===== src/rtl/pdm_led_display_if.sv =====
// Output bundle of the two-channel PDM LED display: channel B sample in,
// saw/PDM/error observation and LED matrix drive out.
interface pdm_led_display_if #(
    parameter int unsigned NBITS = 10
);
    logic [NBITS-1:0] din_b;
    logic [NBITS-1:0] saw_out;
    logic             pdm_a;
    logic             pdm_b;
    logic [NBITS-1:0] err_a;
    logic [NBITS-1:0] err_b;
    logic [3:0]       aled;
    logic [3:0]       kled_tri;

    modport master (
        output din_b,
        input  saw_out, pdm_a, pdm_b, err_a, err_b, aled, kled_tri
    );

    modport slave (
        input  din_b,
        output saw_out, pdm_a, pdm_b, err_a, err_b, aled, kled_tri
    );
endinterface


===== src/rtl/pdm_led_display.sv =====
// Two-channel PDM LED display: channel A modulates an internal down-sawtooth,
// channel B an external sample; both bitstreams are scanned onto a 4x4 matrix.
module pdm_led_display #(
    parameter int unsigned NBITS  = 10,
    parameter int unsigned CLKDIV = 46,
    parameter int unsigned LED_A  = 5,
    parameter int unsigned LED_B  = 10
) (
    input  logic               clk,
    input  logic               rst,
    pdm_led_display_if.slave   disp_if
);

    localparam int unsigned CW   = (CLKDIV > 0) ? $clog2(CLKDIV + 1) : 1;
    localparam int unsigned NCH  = 2;
    localparam int unsigned SW   = 9;
    localparam logic [NBITS-1:0] MAXV = {NBITS{1'b1}};

    // Sawtooth generator state
    logic [CW-1:0]    step_q, step_d;
    logic [NBITS-1:0] amp_q,  amp_d;
    logic [NBITS-1:0] saw_q,  saw_d;

    // Per-channel modulator inputs and observed outputs
    logic [NBITS-1:0] din_c [NCH];
    logic [NBITS-1:0] err_w [NCH];
    logic             dout_w [NCH];

    // Display mapping and matrix scan
    logic [15:0]      ledbits_q, ledbits_d;
    logic [SW-1:0]    scan_q,    scan_d;
    logic [3:0]       aled_q,    aled_d;
    logic [3:0]       kled_q,    kled_d;
    logic [3:0]       k_c;

    // Saw holds each amplitude for CLKDIV+1 cycles and wraps 0 -> max
    always_comb begin
        step_d = step_q + CW'(1);
        amp_d  = amp_q;
        saw_d  = amp_q;
        if (step_q == CW'(CLKDIV)) begin
            step_d = '0;
            amp_d  = (amp_q == '0) ? MAXV : amp_q - NBITS'(1);
        end
    end

    always_ff @(posedge clk or posedge rst) begin
        if (rst) begin
            step_q <= '0;
            amp_q  <= MAXV;
            saw_q  <= MAXV;
        end else begin
            step_q <= step_d;
            amp_q  <= amp_d;
            saw_q  <= saw_d;
        end
    end

    assign din_c[0] = saw_q;
    assign din_c[1] = disp_if.din_b;

    // Both candidate errors are formed from the previous error, so the
    // comparison selects a value one update stale by design.
    for (genvar ch = 0; ch < NCH; ch++) begin : g_ch
        logic [NBITS-1:0] din_reg_q, din_reg_d;
        logic [NBITS-1:0] err_q,     err_d;
        logic [NBITS-1:0] err0_q,    err0_d;
        logic [NBITS-1:0] err1_q,    err1_d;
        logic             dout_q,    dout_d;

        always_comb begin
            din_reg_d = din_c[ch];
            err1_d    = err_q + MAXV - din_reg_q;
            err0_d    = err_q - din_reg_q;
            dout_d    = 1'b0;
            err_d     = err0_q;
            if (din_reg_q >= err_q) begin
                dout_d = 1'b1;
                err_d  = err1_q;
            end
        end

        always_ff @(posedge clk or posedge rst) begin
            if (rst) begin
                din_reg_q <= '0;
                err_q     <= '0;
                err0_q    <= '0;
                err1_q    <= '0;
                dout_q    <= 1'b0;
            end else begin
                din_reg_q <= din_reg_d;
                err_q     <= err_d;
                err0_q    <= err0_d;
                err1_q    <= err1_d;
                dout_q    <= dout_d;
            end
        end

        assign err_w[ch]  = err_q;
        assign dout_w[ch] = dout_q;
    end

    // Only the two assigned pixels carry data; everything else stays dark
    always_comb begin
        ledbits_d               = '0;
        ledbits_d[4'(LED_A)]    = dout_w[0];
        ledbits_d[4'(LED_B)]    = dout_w[1];
    end

    // Matrix index k = scan[8:5]; outputs latch once per index at the strobe
    assign k_c = scan_q[8:5];

    always_comb begin
        scan_d = scan_q + SW'(1);
        aled_d = aled_q;
        kled_d = kled_q;
        if (scan_q[4:0] == 5'd15) begin
            kled_d = ledbits_q[k_c] ? (4'b0001 << k_c[3:2]) : 4'b0000;
            aled_d = ~(4'b0001 << k_c[1:0]);
        end
    end

    always_ff @(posedge clk or posedge rst) begin
        if (rst) begin
            ledbits_q <= '0;
            scan_q    <= '0;
            aled_q    <= 4'b1111;
            kled_q    <= 4'b0000;
        end else begin
            ledbits_q <= ledbits_d;
            scan_q    <= scan_d;
            aled_q    <= aled_d;
            kled_q    <= kled_d;
        end
    end

    assign disp_if.saw_out  = saw_q;
    assign disp_if.pdm_a    = dout_w[0];
    assign disp_if.pdm_b    = dout_w[1];
    assign disp_if.err_a    = err_w[0];
    assign disp_if.err_b    = err_w[1];
    assign disp_if.aled     = aled_q;
    assign disp_if.kled_tri = kled_q;

endmodule


===== src/flat_wrapper.sv =====
// flat-port wrapper written by rule: the top's interface ports become plain ports
module pdm_led_display_flat 
#(
    parameter int unsigned NBITS  = 10,
    parameter int unsigned CLKDIV = 46,
    parameter int unsigned LED_A  = 5,
    parameter int unsigned LED_B  = 10
)
  (clk, rst, disp_if_din_b, disp_if_saw_out, disp_if_pdm_a, disp_if_pdm_b, disp_if_err_a, disp_if_err_b, disp_if_aled, disp_if_kled_tri);
  pdm_led_display_if #(.NBITS(NBITS)) disp_if_i ();
  input  logic clk;
  input  logic rst;
  input wire logic [$bits(disp_if_i.din_b)-1:0] disp_if_din_b;
  output wire logic [$bits(disp_if_i.saw_out)-1:0] disp_if_saw_out;
  output wire logic [$bits(disp_if_i.pdm_a)-1:0] disp_if_pdm_a;
  output wire logic [$bits(disp_if_i.pdm_b)-1:0] disp_if_pdm_b;
  output wire logic [$bits(disp_if_i.err_a)-1:0] disp_if_err_a;
  output wire logic [$bits(disp_if_i.err_b)-1:0] disp_if_err_b;
  output wire logic [$bits(disp_if_i.aled)-1:0] disp_if_aled;
  output wire logic [$bits(disp_if_i.kled_tri)-1:0] disp_if_kled_tri;
  assign disp_if_i.din_b = disp_if_din_b;
  assign disp_if_saw_out = disp_if_i.saw_out;
  assign disp_if_pdm_a = disp_if_i.pdm_a;
  assign disp_if_pdm_b = disp_if_i.pdm_b;
  assign disp_if_err_a = disp_if_i.err_a;
  assign disp_if_err_b = disp_if_i.err_b;
  assign disp_if_aled = disp_if_i.aled;
  assign disp_if_kled_tri = disp_if_i.kled_tri;
  pdm_led_display #(.NBITS(NBITS), .CLKDIV(CLKDIV), .LED_A(LED_A), .LED_B(LED_B)) u_core (.clk(clk), .rst(rst), .disp_if(disp_if_i));
endmodule

===== config.mk =====
export PLATFORM = sky130hd
export DESIGN_NAME = pdm_led_display_flat
export DESIGN_NICKNAME = d
export VERILOG_FILES = /design/src/rtl/pdm_led_display_if.sv /design/src/rtl/pdm_led_display.sv /design/src/flat_wrapper.sv
export SDC_FILE = /design/constraint.sdc
export NUM_CORES = 1
export LEC_CHECK = 0
export ABC_CLOCK_PERIOD_IN_PS = 12900
export BUFFER_PORTS_ARGS = -buffer_cell sky130_fd_sc_hd__buf_4
export CAP_MARGIN = 0
export CORE_MARGIN = 1
export CORE_UTILIZATION = 59
export DETAILED_ROUTE_END_ITERATION = 10
export PLACE_DENSITY = 0.83
export SETUP_SLACK_MARGIN = 0.2
export SLEW_MARGIN = 20
export SYNTH_ARGS = -nofsm -noshare
export SYNTH_HDL_FRONTEND = slang
export SYNTH_SLANG_ARGS = --single-unit

===== constraint.sdc =====
create_clock -name clk -period 12.9 [get_ports clk]
set_clock_uncertainty 0.1 [all_clocks]
set_input_delay 2.58 -clock clk [delete_from_list [all_inputs] [get_ports clk]]
set_output_delay 2.58 -clock clk [all_outputs]
set_load 0.02 [all_outputs]

==> impl_metrics.py, run 1 <==
metrics = {
    "clock_tree": {
        "cts_resized": 0,
        "cts_buffers": 17,
        "clock_path_buffers": 2,
        "clkSinkCount": 127,
        "clockRootBuffer": "clkbuf_8",
        "htreeDepth": 4,
        "post_cts_buffers": 0,
        "postCtsHoldBufs": 0,
        "path_clk_slew_ps": 60,
        "cts_tree": "yes",
        "worstSkewPairLatency_ps": 520,
    },
    "synthesis": {
        "synth-seq-cells": 127,
        "synth_cells": 454,
        "syn_area_per_cell_um2": 12.3,
        "yosysMostFrequentCell": "dfrtp_1",
        "syn_nets": 498,
        "synth_cell_types": 49,
        "yosys_warnings": 0,
        "synth-edff-count": 0,
        "yosysSeqAreaShare": 0.575,
        "async_flop_share": 1.00,
        "syn_area_mm2": 0.00558,
        "yosysTopAreaCell": "dfrtp_1",
        "synthTopCellsByCount": "dfrtp_1, inv_1, xnor2_1",
        "dominantRegCellSynth": "dfrtp_1",
        "synth_top_area_share": 0.462,
        "synth_area_leaders": "dfrtp_1, dfstp_2, ha_1, mux2_4, xnor2_1",
    },
    "worst_setup_path": {
        "cpPeakStageDelay_ps": 530,
        "path_max_fanout": 2,
        "critPathBufInv": 1,
        "critPathKind": "reg -> out",
        "worstPathArrival_ps": 1190,
        "startpoint_type": "flip-flop",
        "cp_top_family": "flip-flops",
        "required_ps": 10220,
        "rr_startpoint": "u_core.disp_if.err_a[0]$_DFF_PP0_",
        "cp_cell_sequence": "buf_4",
        "critical_path.reg2reg.endpoint": "u_core.disp_if.err_a[0]$_DFF_PP0_",
        "rrSetupSlack_ps": 9900,
        "cp-end-kind": "primary output",
        "timing.critical_path.slowest_stage_cell": "dfstp_2",
        "reg2reg_depth": 9,
    },
    "timing": {
        "relSlewSlack": 0.362,
        "max_freq_mhz": 259,
        "tightest_slew_ps": 956,
        "finalCritPeriodShare": 0.300,
        "fin_tns_setup_ps": 0,
        "fin_ws_ps": 9030,
        "layout_min_cycle_time_ps": 3870,
        "rsz0062_at_grt": "false",
        "fin_hold_ws_ps": 281,
        "hold_viol": 0,
        "finalSetupViolations": 0,
        "timing.final.max_slew_violations": 0,
    },
    "detailed_routing": {
        "wl_met3_um": 346,
        "antenna_left": 0,
        "post-route-drc-count": 0,
        "dr_wl_met2_um": 4920,
        "top_layer": "met4",
        "wire_per_inst_um": 15.4,
        "wl_um": 9730,
        "vias": 3433,
        "drt-met1-wl_um": 4310,
        "viasPerCell": 5.44,
        "drtIter0Drc": 173,
        "first_pass_iters": 5,
    },
    "floorplanning": {
        "core_mm2": 0.00920,
        "dieHeight_um": 99.3,
        "initial_core_util": 0.607,
        "die_x_um": 99.3,
        "num_rows": 35,
        "num_io_pins": 52,
        "die_area_mm2": 0.00986,
    },
    "placed_design": {
        "pre_cts_slack_ps": 8660,
        "dp_hpwl_um": 6430,
        "numPlacedInstances": 599,
        "routabilityCongestion": 0.818,
        "numPortBuffers": 51,
    },
    "status": {
        "outcome": "finished clean",
    },
    "grt": {
        "antenna_found_initial": 0,
        "grt_use_total": 0.223,
        "grt_pass1_vias": 3581,
        "grt_pass1_wl_um": 16800,
        "grt_max_degree": 82,
        "overflow": 0,
    },
    "pwr": {
        "power_mw": 1.26,
        "switchingPower_uw": 369,
        "swShare": 0.292,
        "p_int_uw": 893,
        "pwr-share-clk": 0.363,
        "vdd.ir_drop.worst_uv": 125,
        "combPwrFrac": 0.256,
        "power_density_mw_per_mm2": 192,
        "power.share.sequential": 0.381,
        "p_leak_nw": 3.23,
    },
    "cells_and_area": {
        "final_layout_size_suffix_gt1_frac": 0.267,
        "n_antenna_cell": 0,
        "fin_cells": 631,
        "finalNetCount": 551,
        "areaGrowthSynthToFinish_pct": 17.8,
        "fill_cells": 584,
    },
    "min_path": {
        "hp-class": "reg -> reg",
        "min-delay-start": "u_core.disp_if.pdm_a$_DFF_PP0_",
        "holdPathEnd": "u_core.ledbits_q[5]$_DFF_PP0_",
        "whs_path_depth": 0,
    },
    "job": {
        "drv_cap": 0,
    },
}
==> state kept, by name, summed over array words and instances (netlist names), 4 cells and up <==
signal	cells
u_core.g_ch.din_reg_q	20
u_core.g_ch.err0_q	20
u_core.g_ch.err1_q	20
u_core.amp_q	10
u_core.disp_if.err_a	10
u_core.disp_if.err_b	10
u_core.disp_if.saw_out	10
u_core.scan_q	9
u_core.step_q	6
u_core.disp_if.aled	4
u_core.disp_if.kled_tri	4
==> metrics by stage <==
stage	util	instance area, um2
3_5_place_dp	0.652	6000
4_1_cts	0.715	6580
5_1_grt	0.715	6580
2_1_floorplan	-	5580
3_3_place_gp	0.652	6000
6_report	0.715	6580
==> power groups by stage <==
stage	Sequential (mW)	Combinational, mW	Clock (mW)
6_report	0.481	0.323	0.458
5_1_grt	0.486	0.352	0.483
4_1_cts	0.482	0.324	0.464
3_5_place_dp	0.488	0.317	0
3_3_place_gp	0.485	0.308	0
2_1_floorplan	0.502	0.237	0
==> cells in the final DEF, fill, tap and decap left out, types with 3 or more instances in the layout <==
cell type	instances
dfrtp_1	103
buf_4	53
inv_1	48
xnor2_1	29
ha_1	28
a21oi_1	27
dfstp_2	24
nand2_1	23
mux2_4	18
xor2_1	16
clkbuf_16	16
nand3_1	14
a31oi_1	14
nor2_1	13
o21ai_0	12
a21o_1	8
nor2b_1	5
and3_1	4
nor3_1	4
fa_1	4
clkinv_2	4
o21bai_1	3
nand2b_1	3
nand4_1	3
clkbuf_8	3
clkinvlp_4	3
==> cell type report <==
cell class	instances	area (um2)	share of cell area
Timing Repair Buffer	53	398	0.0605
Inverter	49	186	0.0283
Tap cell	111	139	0.0211
Clock inverter	13	138	0.0209
Clock buffer	19	442	0.0672
Multi-Input combinational cell	259	2070	0.314
Sequential cell	127	3210	0.488
==> cells by family (layout without fill, tap and decap cells) <==
logic type                 Yosys count  after routing  share of synthesized area
AOI/OAI and AO/OA                   79             79                     0.0903
xor gates and xnor gates            45             45                     0.0706
adders and majority gates           32             32                     0.0771
buffers and inverters               68            134                     0.0556
DFF                                127            127                      0.575
muxes                               20             20                     0.0524
and+or+nand+nor                     83             83                     0.0795
==> metal layers <==
layer,track usage,vias up
li1,-,1632
met4,0.107,0
met3,0.0583,14
met2,0.360,72
met5,0,-
met1,0.284,1715
==> worst max-delay path by stage <==
| stage | startpoint | end | slack, ps | cells after the start |
|---|---|---|---|---|
| after CTS | u_core.disp_if.saw_out[1]$_DFF_PP1_ | disp_if_saw_out[1] | 9010 | 1 |
| final | u_core.disp_if.saw_out[4]$_DFF_PP1_ | disp_if_saw_out[4] | 9030 | 1 |
| after global placement | rst | u_core.g_ch[0].err0_q[7]$_DFF_PP0_ | 8760 | 3 |
| after detailed placement | rst | u_core.disp_if.err_a[7]$_DFF_PP0_ | 8660 | 3 |
| after floorplan | rst | u_core.disp_if.err_a[0]$_DFF_PP0_ | 6880 | 1 |
| after global routing | u_core.disp_if.aled[1]$_DFFE_PP1N_ | disp_if_aled[1] | 8990 | 1 |
Power figures use the tool's default switching activity.
==> inputs of run 2 (changes only) <==
ABC_AREA = 1   (was not set)
ABC_CLOCK_PERIOD_IN_PS = 3400   (was 12900)
CORE_UTILIZATION = 53   (was 59)
PLACE_DENSITY = 0.79   (was 0.83)
clock period = 3.4 ns   (was 12.9 ns; I/O delays follow)
==> run 2 against run 1 <==
Against the previous run: clock power rose to 3.8 times the previous value; synthesized cell count rose by 30%; count of clock-buffer cells in the layout rose by 7; worst setup slack got worse by 8100 ps; power rose to 3.7 times the previous value; via count rose by 19%; die area rose by 12%; final cell count rose by 26%; first-iteration DRC count rose by 12%; sequential power rose to 3.8 times the previous value.
==> impl_metrics.py, run 2 <==
metrics = {
    "synthesis": {
        "synth_top_area_share": 0.459,
        "synth-seq-cells": 127,
        "yosysMostFrequentCell": "nand2_1",
        "syn_nets": 632,
        "synthTopCellsByCount": "nand2_1, dfrtp_1, inv_1",
        "synth-edff-count": 0,
        "dominantRegCellSynth": "dfrtp_1",
        "synth_cells": 588,
        "yosys_warnings": 0,
        "yosysSeqAreaShare": 0.572,
        "synth_area_leaders": "dfrtp_1, dfstp_2, nand2_1, ha_1, inv_1",
        "syn_area_mm2": 0.00561,
        "async_flop_share": 1.00,
        "syn_area_per_cell_um2": 9.54,
        "yosysTopAreaCell": "dfrtp_1",
        "synth_cell_types": 22,
    },
    "floorplanning": {
        "die_area_mm2": 0.0110,
        "core_mm2": 0.0103,
        "num_rows": 37,
        "die_x_um": 105,
        "dieHeight_um": 105,
        "initial_core_util": 0.546,
        "num_io_pins": 52,
    },
    "worst_setup_path": {
        "required_ps": 3710,
        "worstPathArrival_ps": 2790,
        "startpoint_type": "flip-flop",
        "path_max_fanout": 11,
        "reg2reg_depth": 9,
        "cp-end-kind": "flip-flop",
        "crit_start": "u_core.disp_if.err_b[0]$_DFF_PP0_",
        "critical_path.reg2reg.endpoint": "u_core.disp_if.err_b[5]$_DFF_PP0_",
        "rrSetupSlack_ps": 920,
        "critPathKind": "reg -> reg",
        "crit_end": "u_core.disp_if.err_b[5]$_DFF_PP0_",
        "rr_startpoint": "u_core.disp_if.err_b[0]$_DFF_PP0_",
    },
    "detailed_routing": {
        "wire_per_inst_um": 13.8,
        "vias": 4070,
        "wl_um": 11000,
        "viasPerCell": 5.10,
        "post-route-drc-count": 0,
        "antenna_left": 0,
        "drtIter0Drc": 194,
        "first_pass_iters": 5,
    },
    "clock_tree": {
        "clkSinkCount": 127,
        "cts_tree": "yes",
        "htreeDepth": 4,
        "post_cts_buffers": 0,
        "cts_resized": 0,
        "worstSkewPairLatency_ps": 530,
        "clockRootBuffer": "clkbuf_8",
        "postCtsHoldBufs": 0,
        "path_clk_slew_ps": 60,
        "cts_buffers": 17,
        "clock_path_buffers": 2,
    },
    "timing": {
        "layout_min_cycle_time_ps": 2480,
        "tightest_slew_ps": 638,
        "max_freq_mhz": 403,
        "fin_hold_ws_ps": 160,
        "hold_viol": 0,
        "finalSetupViolations": 0,
        "fin_tns_setup_ps": 0,
        "timing.final.max_slew_violations": 0,
        "rsz0062_at_grt": "false",
        "relSlewSlack": 0.573,
        "finalCritPeriodShare": 0.729,
    },
    "status": {
        "outcome": "finished clean",
    },
    "pwr": {
        "power_density_mw_per_mm2": 694,
        "swShare": 0.301,
        "combPwrFrac": 0.238,
        "pwr-share-clk": 0.369,
        "vdd.ir_drop.worst_uv": 348,
        "p_leak_nw": 3.54,
        "switchingPower_mw": 1.40,
        "power.share.sequential": 0.393,
        "p_int_mw": 3.25,
    },
    "grt": {
        "grt_max_degree": 128,
        "use_met1": 0.283,
        "grt_pass1_vias": 4175,
        "grt_use_total": 0.223,
        "overflow": 0,
        "grt_pass1_wl_um": 18800,
        "grt_use_met3": 0.0686,
        "use_met2": 0.353,
        "grt-busiest-layer": "met2",
        "antenna_found_initial": 0,
    },
    "cells_and_area": {
        "areaGrowthSynthToFinish_pct": 19.4,
        "fill_cells": 809,
        "n_antenna_cell": 0,
        "final_common_cell": "nand2_1",
        "top_regs": "u_core.g_ch.din_reg_q: 20 flops, u_core.g_ch.err0_q: 20 flops, u_core.g_ch.err1_q: 20 flops",
        "final_layout_size_suffix_gt1_frac": 0.160,
        "finalNetCount": 693,
        "layout_common_cells": "nand2_1, dfrtp_1, inv_1, nand3_1, buf_4",
    },
    "min_path": {
        "hp-class": "in -> reg",
    },
    "placed_design": {
        "dp_hpwl_um": 7470,
        "routabilityCongestion": 0.913,
        "numPortBuffers": 51,
    },
    "job": {
        "drv_cap": 0,
    },
}
[run 2: cell count changes after synthesis, moves of 12 or more]
cell / change
a31oi_1: -12
xnor2_1: -26
inv_1: +39
xor2_1: +16
mux2_4: -18
nand3_1: +38
nand2_1: +120
nor2_1: +34
[run 2: logic make-up (layout without fill, tap and decap cells)]
| group | Yosys count | count (layout) | share of synthesized area |
|---|---|---|---|
| AND/OR/NAND/NOR | 258 | 258 | 0.193 |
| adder cells (fa/ha/maj) | 32 | 32 | 0.0767 |
| flip-flops | 127 | 127 | 0.572 |
| buffers and inverters | 98 | 172 | 0.0684 |
| AO/OA/AOI/OAI | 38 | 38 | 0.0357 |
| XOR/XNOR | 35 | 35 | 0.0546 |
[run 2: worst min-delay path by stage]
stage	slack (ps)	depth (start not counted)	endpoint	from
4_1_cts	140	1	u_core.g_ch[1].din_reg_q[1]$_DFF_PP0_	disp_if_din_b[1]
3_5_place_dp	270	0	u_core.disp_if.saw_out[7]$_DFF_PP1_	u_core.amp_q[7]$_DFFE_PP1N_
6_report	160	1	u_core.g_ch[1].din_reg_q[7]$_DFF_PP0_	disp_if_din_b[7]
2_1_floorplan	260	0	u_core.disp_if.saw_out[7]$_DFF_PP1_	u_core.amp_q[7]$_DFFE_PP1N_
5_1_grt	130	1	u_core.g_ch[1].din_reg_q[1]$_DFF_PP0_	disp_if_din_b[1]
3_3_place_gp	270	0	u_core.disp_if.saw_out[7]$_DFF_PP1_	u_core.amp_q[7]$_DFFE_PP1N_
[run 2: final cells by class]
type                            count  area, um2  share of cell area
Sequential cell                   127       3210               0.479
Multi-Input combinational cell    363       2020               0.301
Clock buffer                       26        488              0.0728
Timing Repair Buffer               52        403              0.0601
Inverter                           88        334              0.0498
Tap cell                          136        170              0.0254
Clock inverter                      6       80.1              0.0119
[run 2: critical path, cell delays in order, from the launching register on]
cell and delay (ps):
dfrtp_1 360, inv_1 50, ha_1 230, fa_1 430
inv_1 100, nand3_1 80, nand3_1 360, nand2_1 420
nand2_1 160, nand2_1 70
[run 2: power groups by stage]
| stage | combinational [mW] | clock (mW) | sequential, mW |
|---|---|---|---|
| 2_1_floorplan | 0.715 | 0 | 1.90 |
| 3_3_place_gp | 1.05 | 0 | 1.84 |
| 3_5_place_dp | 1.09 | 0 | 1.84 |
| 4_1_cts | 1.10 | 1.75 | 1.83 |
| 5_1_grt | 1.24 | 1.82 | 1.84 |
| 6_report | 1.11 | 1.72 | 1.83 |
[run 2: per-layer routing]
metal | vias up | wire, um
met5 | - | 0
met4 | 0 | 306
met3 | 32 | 450
met2 | 106 | 5440
met1 | 1961 | 4800
li1 | 1971 | -
[run 2: stage by stage]
stage / total power, mW / area (um2) / std cells / setup slack, ps / util
floorplan: 2.62 / 5620 / 588 / 1070 / -
global placement: 2.89 / 6130 / 766 / 1040 / 0.597
detailed placement: 2.93 / 6130 / 766 / 978 / 0.597
CTS: 4.68 / 6700 / 798 / 940 / 0.652
global route: 4.90 / 6700 / 798 / 750 / 0.652
finish: 4.65 / 6700 / 798 / 920 / 0.652
